<file path="config.mk">
export PLATFORM = sky130hd
export DESIGN_NAME = axi_lite_slave_ctrl
export DESIGN_NICKNAME = d
export VERILOG_FILES = /design/src/rtl/axi_lite_slave_ctrl.sv
export SDC_FILE = /design/constraint.sdc
export NUM_CORES = 1
export LEC_CHECK = 0
export ABC_AREA = 0
export CORE_MARGIN = 2
export CORE_UTILIZATION = 43
export CTS_BUF_LIST = sky130_fd_sc_hd__clkbuf_4 sky130_fd_sc_hd__clkbuf_8
export DETAILED_ROUTE_END_ITERATION = 10
export DONT_BUFFER_PORTS = 1
export PLACE_DENSITY = 0.66
export SLEW_MARGIN = 25
export SYNTH_ARGS = -nofsm -noshare
export SYNTH_HDL_FRONTEND = slang
export SYNTH_SLANG_ARGS = --single-unit
</file>
<file path="constraint.sdc">
create_clock -name clk -period 4.8 [get_ports clk]
set_clock_uncertainty 0.15 [all_clocks]
set_input_delay 0.96 -clock clk [delete_from_list [all_inputs] [get_ports clk]]
set_output_delay 0.96 -clock clk [all_outputs]
set_load 0.005 [all_outputs]
</file>
<file path="src/rtl/axi_lite_slave_ctrl.sv">
// axi_lite_slave_ctrl: AXI4-Lite slave that turns each write/read into a one-cycle register-file WEN/REN pulse; ports: clk, reset (async, active-high), aw/w/b/ar/r AXI4-Lite channels, mem_* register-file write/read ports
module axi_lite_slave_ctrl #(
  parameter int addr_width = 6,
  parameter int data_width = 32,
  parameter int strb_width = data_width / 8
) (
  input  logic                  clk,
  input  logic                  reset,
  input  logic [addr_width-1:0] awaddr,
  input  logic                  awvalid,
  output logic                  awready,
  input  logic [data_width-1:0] wdata,
  input  logic [strb_width-1:0] wstrb,
  input  logic                  wvalid,
  output logic                  wready,
  output logic [1:0]            bresp,
  output logic                  bvalid,
  input  logic                  bready,
  input  logic [addr_width-1:0] araddr,
  input  logic                  arvalid,
  output logic                  arready,
  output logic [data_width-1:0] rdata,
  output logic [1:0]            rresp,
  output logic                  rvalid,
  input  logic                  rready,
  output logic                  mem_wen,
  output logic [addr_width-1:0] mem_awaddr,
  output logic [strb_width-1:0] mem_wstrb,
  output logic [data_width-1:0] mem_wdata,
  output logic                  mem_ren,
  output logic [addr_width-1:0] mem_araddr,
  input  logic [data_width-1:0] mem_rdata
);
  localparam logic [1:0] okay = 2'b00;
  localparam logic [1:0] slverr = 2'b10;
  typedef enum logic [1:0] {W_IDLE, W_EXEC, W_RESP} w_state_t;
  typedef enum logic [1:0] {R_IDLE, R_ISSUE, R_WAIT, R_RESP} r_state_t;
  w_state_t w_state, w_state_d;
  r_state_t r_state, r_state_d;
  logic aw_held, w_held, aw_held_d, w_held_d;
  logic [addr_width-1:0] aw_q, ar_q, w_addr, ar_addr;
  logic [data_width-1:0] wd_q, w_data;
  logic [strb_width-1:0] ws_q, w_strb;
  logic aw_hs, w_hs, ar_hs;
  logic awready_d, wready_d, bvalid_d, arready_d, rvalid_d;
  logic mem_wen_d, mem_ren_d, rdata_ld, rdata_clr;
  logic [1:0] bresp_d, rresp_d;
  assign aw_hs = awvalid && awready;
  assign w_hs = wvalid && wready;
  assign ar_hs = arvalid && arready;
  assign w_addr = aw_hs ? awaddr : aw_q;
  assign w_data = w_hs ? wdata : wd_q;
  assign w_strb = w_hs ? wstrb : ws_q;
  assign ar_addr = ar_hs ? araddr : ar_q;
  always_comb begin
    w_state_d = w_state;
    aw_held_d = aw_held;
    w_held_d = w_held;
    awready_d = awready;
    wready_d = wready;
    bvalid_d = bvalid;
    bresp_d = bresp;
    mem_wen_d = 1'b0;
    case (w_state)
      W_IDLE: begin
        aw_held_d = aw_held || aw_hs;
        w_held_d = w_held || w_hs;
        awready_d = !aw_held_d;
        wready_d = !w_held_d;
        if (aw_held_d && w_held_d) begin
          aw_held_d = 1'b0;
          w_held_d = 1'b0;
          w_state_d = (|w_addr[1:0]) ? W_RESP : W_EXEC;
          mem_wen_d = ~|w_addr[1:0];
          bresp_d = (|w_addr[1:0]) ? slverr : okay;
        end
      end
      W_EXEC: w_state_d = W_RESP;
      W_RESP: begin
        bvalid_d = !(bvalid && bready);
        if (bvalid && bready) begin
          w_state_d = W_IDLE;
          awready_d = 1'b1;
          wready_d = 1'b1;
        end
      end
      default: w_state_d = W_IDLE;
    endcase
  end
  // the write pulse has priority: a read issue that would coincide with it waits one cycle
  always_comb begin
    r_state_d = r_state;
    arready_d = arready;
    rvalid_d = rvalid;
    rresp_d = rresp;
    mem_ren_d = 1'b0;
    rdata_ld = 1'b0;
    rdata_clr = 1'b0;
    case (r_state)
      R_IDLE: begin
        arready_d = !ar_hs;
        if (ar_hs) begin
          r_state_d = (|araddr[1:0]) ? R_RESP : R_ISSUE;
          rresp_d = (|araddr[1:0]) ? slverr : okay;
          rdata_clr = |araddr[1:0];
          mem_ren_d = ~|araddr[1:0] && !mem_wen_d;
        end
      end
      R_ISSUE: begin
        r_state_d = mem_ren ? R_WAIT : R_ISSUE;
        mem_ren_d = !mem_ren && !mem_wen_d;
      end
      R_WAIT: begin
        r_state_d = R_RESP;
        rvalid_d = 1'b1;
        rdata_ld = 1'b1;
      end
      R_RESP: begin
        rvalid_d = !(rvalid && rready);
        if (rvalid && rready) begin
          r_state_d = R_IDLE;
          arready_d = 1'b1;
        end
      end
    endcase
  end
  always_ff @(posedge clk or posedge reset) begin
    if (reset) begin
      w_state <= W_IDLE;
      r_state <= R_IDLE;
      aw_held <= 1'b0;
      w_held <= 1'b0;
      aw_q <= '0;
      wd_q <= '0;
      ws_q <= '0;
      ar_q <= '0;
      awready <= 1'b0;
      wready <= 1'b0;
      bvalid <= 1'b0;
      bresp <= '0;
      arready <= 1'b0;
      rvalid <= 1'b0;
      rresp <= '0;
      rdata <= '0;
      mem_wen <= 1'b0;
      mem_awaddr <= '0;
      mem_wstrb <= '0;
      mem_wdata <= '0;
      mem_ren <= 1'b0;
      mem_araddr <= '0;
    end else begin
      w_state <= w_state_d;
      r_state <= r_state_d;
      aw_held <= aw_held_d;
      w_held <= w_held_d;
      aw_q <= w_addr;
      wd_q <= w_data;
      ws_q <= w_strb;
      ar_q <= ar_addr;
      awready <= awready_d;
      wready <= wready_d;
      bvalid <= bvalid_d;
      bresp <= bresp_d;
      arready <= arready_d;
      rvalid <= rvalid_d;
      rresp <= rresp_d;
      rdata <= rdata_ld ? mem_rdata : rdata_clr ? '0 : rdata;
      mem_wen <= mem_wen_d;
      mem_awaddr <= mem_wen_d ? w_addr : mem_awaddr;
      mem_wstrb <= mem_wen_d ? w_strb : mem_wstrb;
      mem_wdata <= mem_wen_d ? w_data : mem_wdata;
      mem_ren <= mem_ren_d;
      mem_araddr <= mem_ren_d ? ar_addr : mem_araddr;
    end
  end
endmodule

</file>
**After elaboration in Yosys (flattened, before gate mapping)**

Index checks and enable logic that the tools add are counted.

- Output and inout bits: 91
- Word-level logic and storage cells: 96
- Input port bits: 87
- Bits in registers: 145

- Eq/ne operators: 9
- Reductions and logical operators: 33
- Muxes and demuxes: 32

Operators with widths:

| cell | count |
|---|---|
| $mux 32 | 3 |
| $mux 2 | 9 |
| $mux 6 | 2 |
| $reduce_and 2->1 | 6 |
| $mux 1 | 10 |
| $pmux 1 s2 | 5 |
| $logic_not 1->1 | 9 |
| $logic_and 1x1->1 | 8 |
| $ne 2x2->1 const B | 4 |
| $pmux 2 s4 | 1 |
| $reduce_bool 2->1 | 4 |
| $eq 2x2->1 const B | 3 |
| $pmux 2 s3 | 1 |
| $eq 2x1->1 const B | 2 |
| $logic_not 2->1 | 2 |
| $mux 4 | 1 |
| $reduce_or 2->1 | 2 |
| $logic_or 1x1->1 | 2 |

**Longest topological paths before layout**

- Depth after elaboration: 10
- Mapped depth: 5
- Depth with buffers taken out: 4

**Least setup slack after synthesis**

Ideal clock, no wire load.

- Path kind: input port to flip-flop
- Start point: input wvalid
- End point: register mem_wdata[10]
- Buffers on the path: 2
- Path slack: 2.444 ns
- Arrival: 2.081 ns
- Required time: 4.525 ns
- Stages: 5
- Setup time: 0.125 ns
- Cells stage by stage: and2_1 > buf_2 > buf_2 > mux2_2 > mux2_4

- Elaborated cells between the ends (all ways): 6
- Those cells by class: 3 x mux; 3 x reduce/logical

RTL lines:

| item | line | text |
|---|---|---|
| start: declaration | 14 | `input logic wvalid,` |
| $logic_and 1x1->1 | 49 | `assign w_hs = wvalid && wready;` |
| $mux 32 | 52 | `assign w_data = w_hs ? wdata : wd_q;` |
| net w_data[10] | 42 | `logic [data_width-1:0] wd_q, w_data;` |
| end signal: assignment | 171 | `mem_wdata <= mem_wen_d ? w_data : mem_wdata;` |
| end: declaration | 29 | `output logic [data_width-1:0] mem_wdata,` |

The timed path passes the listed nets, and every way through them passes these cells.
A chain may end at the register's enable or synchronous reset.

**Final worst setup path**

- Start point: input awaddr[1]
- End point: register mem_wstrb[3]

- Cells in the longest elaborated chain, start to end: 5

Ends and longest elaborated chain:

| item | line | text |
|---|---|---|
| start: declaration | 9 | `input logic [addr_width-1:0] awaddr,` |
| $mux 6 | 51 | `assign w_addr = aw_hs ? awaddr : aw_q;` |
| $reduce_or 2->1 | 74 | `mem_wen_d = ~\|w_addr[1:0];` |
| $logic_not 1->1 | 74 |  |
| $mux 1 | 70 | `if (aw_held_d && w_held_d) begin` |
| $mux 1 | 64 | `case (w_state)` |
| end signal: assignment | 170 | `mem_wstrb <= mem_wen_d ? w_strb : mem_wstrb;` |
| end: declaration | 28 | `output logic [strb_width-1:0] mem_wstrb,` |

No other way between the ends.

==> qor.yml <==
outcome: "completed"
clock-root-buffer: "clkbuf_8"
cts-hold-fix-buffers: 0
yosys.area_share.adder: 0
grt_antenna_before_repair: 1
path_buf_inv: 1
first_global_vias: 2959
synth_xor_area_frac: 0
io_pins: 178
layout.nets: 434
tightest_slew_ns: 0.918
fmax_ghz: 0.393
post-synth-top-count-cell: "dfrtp_1"
required_ns: 4.95
setup.worst_path.start_class: "input port"
async_reset_ff_frac: 1.00
vdd_drop_max_mv: 0.254
synth_top_family_by_area: "multiplexers"
yosys-top-cells-area: "dfrtp_1, mux2_2, mux2_4"
gp_congestion: 0.783
die_h_um: 117
die_x_um: 117
routed_wl_um: 9920
rows: 41
synth_area_per_cell_um2: 16.1
leakagePower_nw: 2.82
tns_ns: 0
p_total_w: 0.00429
drv_slew: 0
maxCapViolCount: 0
hp-class: "register to register"
synthMuxAreaShare: 0.217
worst_slack_ns: 2.26
die_area_mm2: 0.0137
clk_pin_slew_ns: 0.07
synth_commonest_cells: "dfrtp_1, mux2_2, mux2_4, a22o_1"
ctsResizeCount: 0
cp_slowest_cell: "buf_4"
ff2ff_path_depth: 4
dpl.hpwl_um: 6700
hold_depth: 1
drtIter0Drc: 120
syn_to_final_growth_pct: 10.9
slew_headroom: 0.388
hold_slack_ns: 0.344
dpl-instance-area_mm2: 0.00565
dpl_worst_slack_ns: 1.78
start_util: 0.438
ys.flop_type: "dfrtp_1"
wl_per_cell_um: 18.6
fin_crit_ns: 2.54
drive_gt1_frac: 0.383
synth-compound-area-share: 0.0848
power_per_cell_area_mw_per_mm2: 703
vias: 2752
worstPathCellList: "and4bb_4 > o2111ai_4 > buf_4 > mux2_2"
rsz0062_at_grt: "no"
ant_nets: 0
crit_path_end_kind: "register"
track_usage: 0.150
cts_buffers: 17
yosysUniqueCellTypes: 31
multi_input_comb_area_mm2: 0.00182
crit_family: "buffers and inverters"
finish.instance_area_mm2: 0.00610
worstSetupPathType: "input port to register"
yosys.area_share.simple: 0.0234
post-synth-top-area-cell: "dfrtp_1"
via_per_inst: 5.17
fill_cells: 1091
grt_max_degree: 144
drt_pass1_iterations: 4
globalRouteOverflowTotal: 0
yosysWarnings: 0
synth_area_mm2: 0.00550
hold_viol_final: 0
fin_crit_sh: 0.530
drc: 0
setup_viol: 0
cp_num_cells: 4
clk_latency_ns: 0.42
synth_top_area_frac: 0.651
ys_ff_latch: 143
worstPathArrival_ns: 2.69
cts_tree: "built"
diodes: 0
numPortBuffers: 0
seq_area_frac_synth: 0.651
h-tree-depth: 4
coreArea_mm2: 0.0126
seqCellArea_mm2: 0.00358
clkSinkCount: 143
clockBufferDepth: 2
syn_inst: 342
synth_edf_count: 0
max_stage_delay_ns: 0.60
crit_path_max_fanout: 33
grt_pass1_wl_um: 15500
postCtsSetupBuffers: 0
==> registers in the layout (all words and copies together), names as in the netlist, 2 cells and up <==
signal	count
mem_araddr	6
mem_wstrb	4
wd_q	32
aw_q	6
r_state	2
w_state	2
mem_wdata	32
ar_q	6
mem_awaddr	6
ws_q	4
rdata	32
==> cell families after synthesis <==
kind of cell,after synthesis
and+or+nand+nor,23
AOI/OAI and AO/OA,58
buffers and inverters,23
DFF,143
muxes,94
other,1
==> cell usage in the layout, fill, tap and decap left out, types with 4 or more instances in the layout <==
master     count
dfrtp_1      143
mux2_2        58
mux2_4        36
a22o_1        32
clkbuf_8      17
a21oi_1        8
nor2_1         7
inv_1          5
nand2_1        5
o21ai_0        5
bufinv_16      4
clkinv_4       4
==> metrics by stage <==
stage,util,instances
4_1_cts,0.485,532
5_1_grt,0.486,532
2_1_floorplan,-,343
6_report,0.486,532
3_5_place_dp,0.450,500
3_3_place_gp,0.450,500
==> power breakdown <==
group	internal (W)	switching, W
logic	0.000662	0.000442
clock network	0.000581	0.000447
registers	0.00177	0.000391
total	0.00301	0.00128
==> final timing paths <==
check / startpoint / to / slack [ns]
max: awaddr[1] / mem_wstrb[3] / 2.26
min: wd_q[31] / wd_q[31] / 0.34
max reg2reg: awready / mem_wstrb[3] / 2.27
min reg2reg: wd_q[31] / wd_q[31] / 0.34
max in group asynchronous: reset / wd_q[10] / 3.45
min in group asynchronous: reset / rdata[23] / 0.42
==> layout make-up <==
cell class	count	area share
Timing Repair Buffer	2	0.00451
Sequential cell	143	0.586
Inverter	6	0.00431
Clock buffer	19	0.0408
Multi-Input combinational cell	177	0.298
Tap cell	172	0.0353
Clock inverter	13	0.0310
==> metal layers <==
| layer | global-route usage | wire length [um] | vias to the layer above |
|---|---|---|---|
| met5 | 0 | 13 | - |
| met4 | 0.0494 | 78 | 2 |
| li1 | - | - | 1241 |
| met1 | 0.179 | 4100 | 1358 |
| met3 | 0.0767 | 1100 | 7 |
| met2 | 0.236 | 4630 | 144 |
No activity file was read; power rests on OpenSTA's default activity.
==> RTL change (same settings) <==
Make the reset (`reset`) synchronous in one clocked block. Comments in the files are not updated.
--- a/src/rtl/axi_lite_slave_ctrl.sv
+++ b/src/rtl/axi_lite_slave_ctrl.sv
@@ -124,7 +124,7 @@
       end
     endcase
   end
-  always_ff @(posedge clk or posedge reset) begin
+  always_ff @(posedge clk) begin
     if (reset) begin
       w_state <= W_IDLE;
       r_state <= R_IDLE;
Check against the original RTL: differs if reset is asserted again (counterexample within 4 cycles, from zero or initial values and one cycle with reset high); with reset held inactive, the same outputs for 10 cycles.
==> RTL change against the original RTL <==
Setup slack worse by 0.20 ns. Routed wire length is 13% higher. Via count is 40% higher. Synthesized area is 6.1% lower. Core utilization is 0.68 points lower. Register-to-register slack worse by 0.18 ns. Final area is 7.0% lower. Sequential cell count stayed put. Hold slack worse by 0.042 ns. First-iteration DRC count is 120% higher. Critical path type unchanged. Critical endpoint is now mem_wdata[7]. Largest cell class unchanged.
Power is not compared: it rests on default switching activity, and its combinational part moved more than twofold at a synthesized area within 25%.
==> RTL change: results (changes against the original RTL) <==
Run status
  – Outcome: finished clean

Finish
  – Share of cells above drive strength 1: 0.0816 (-0.302)
  – Fillers: 1129 (+3.5%)
  – Final non-filler cell total: 686 (+29%)
  – Layout Nets: 614 (+41%)

Hold path
  – Hold Crit Start: wd_q[20]
  – Worst hold path endpoint: wd_q[20]
  – Worst Hold Depth: 2 (+1)

Setup path
  – R2r setup slk: 2.09 ns (-0.18 ns)
  – Worst reg2reg path startpoint: awready
  – Crit path arrival time: 2.91 ns (+0.22 ns)
  – Reg-to-reg endpoint: mem_wdata[7]
  – Reg2reg path depth: 5 (+1)
  – Crit Path Max Fanout: 80 (+140%)

Placed design
  – Post-Place Setup Slack: 1.62 ns (-0.165 ns)
  – Final Wtd Congestion: 0.728 (-7.0%)
  – Hpwl dp: 7.11 mm (+6.1%)

Timing
  – Slew @ Worst Pin: 0.786 ns (-0.132 ns)

Route
  – DR vias/cell: 5.60 (+8.2%)
  – Wire per inst: 16.3 um (-13%)
  – 1st-iter DRT viols: 262 (+120%)
  – DR pass1 iterations: 5 (+1)

GRT
  – Vias in the first global route: 3561 (+20%)
  – First-pass GRT wire length: 17.6 mm (+14%)
  – Initial antenna violation count: 0 (-1)
  – Global Route Usage Sum: 0.172 (+0.0227)
  – Largest net degree at the start of global routing: 142 (-1.4%)

Yosys
  – Main area contributors after synthesis: dfxtp_1 55%, nor3b_1 6.1%, a21o_1 5.8%
  – FFs w/ async S/R, synth: 0 (-1.00)
  – Netlist cell types: 36 (+16%)
  – Synth top cells by count: 143 x dfxtp_1, 53 x nand2_1, 51 x a21oi_1, 48 x nand3_1, 47 x nor2_1
  – YS warnings: 0 (unchanged)
  – Synth Instances: 552 (+61%)
-- RTL change: changes by cell type in the layout (fill, tap and decap cells not counted), sizes merged, moves of 39 or more --
cell / before / now
nor3b: 0 / 42
a21oi: 8 / 51
dfrtp: 143 / 0
nor2: 9 / 48
mux2: 94 / 6
nand2: 6 / 53
dfxtp: 0 / 143
nand3: 0 / 48
-- RTL change: layout make-up --
cell class	instances	area [um^2]	area share
flip-flops and latches	143	2860	0.504
repair buffers	3	22.5	0.00397
clock buffers	21	283	0.0498
clock inverters	10	206	0.0364
well taps	147	184	0.0324
inverters	2	7.51	0.00132
multi-input cells	360	2110	0.372
-- RTL change: worst max path at each step --
stage	from	endpoint	slack (ns)	depth (start not counted)
2_1_floorplan	arvalid	mem_araddr[0]	2.10	5
3_3_place_gp	awvalid	mem_awaddr[2]	1.70	5
3_5_place_dp	awvalid	mem_wdata[7]	1.62	5
4_1_cts	awready	mem_wdata[7]	2.09	5
5_1_grt	awready	mem_wstrb[2]	1.89	5
6_report	awvalid	mem_wdata[7]	2.06	5
-- RTL change: cell families (layout without fill, tap and decap cells) --
logic type,count (synthesis),in the layout,synth area share
simple gates,213,213,0.209
mux,6,6,0.0131
buf+inv,50,36,0.0412
flops,143,143,0.554
compound gates,139,139,0.182
other cells,1,2,0.000726
-- RTL change: worst max-delay path, cell delays in order --
cell,delay (ns)
a211o_1,0.32
a2111oi_4,0.56
buf_4,0.69
nor3b_1,0.12
a21o_1,0.19
-- RTL change: power by group --
| group | leakage, nW | switching, mW | internal (mW) | total, mW |
|---|---|---|---|---|
| Combinational | 0.938 | 0.167 | 0.0996 | 0.267 |
| Sequential | 1.16 | 0.0636 | 1.27 | 1.33 |
| Clock | 0.246 | 0.427 | 0.716 | 1.14 |
-- RTL change: metrics by stage --
stage	instance area [um^2]	power, mW
detailed placement	5180	1.62
floorplan	5170	1.58
global placement	5180	1.61
CTS	5670	2.77
global route	5680	2.87
finish	5680	2.74
-- RTL change: routing by layer --
layer | track usage | vias to the layer above | routed length [um]
li1 | - | 1875 | -
met3 | 0.0755 | 15 | 854
met2 | 0.260 | 116 | 5150
met4 | 0.0780 | 0 | 215
met5 | 0 | - | 0
met1 | 0.214 | 1834 | 4940
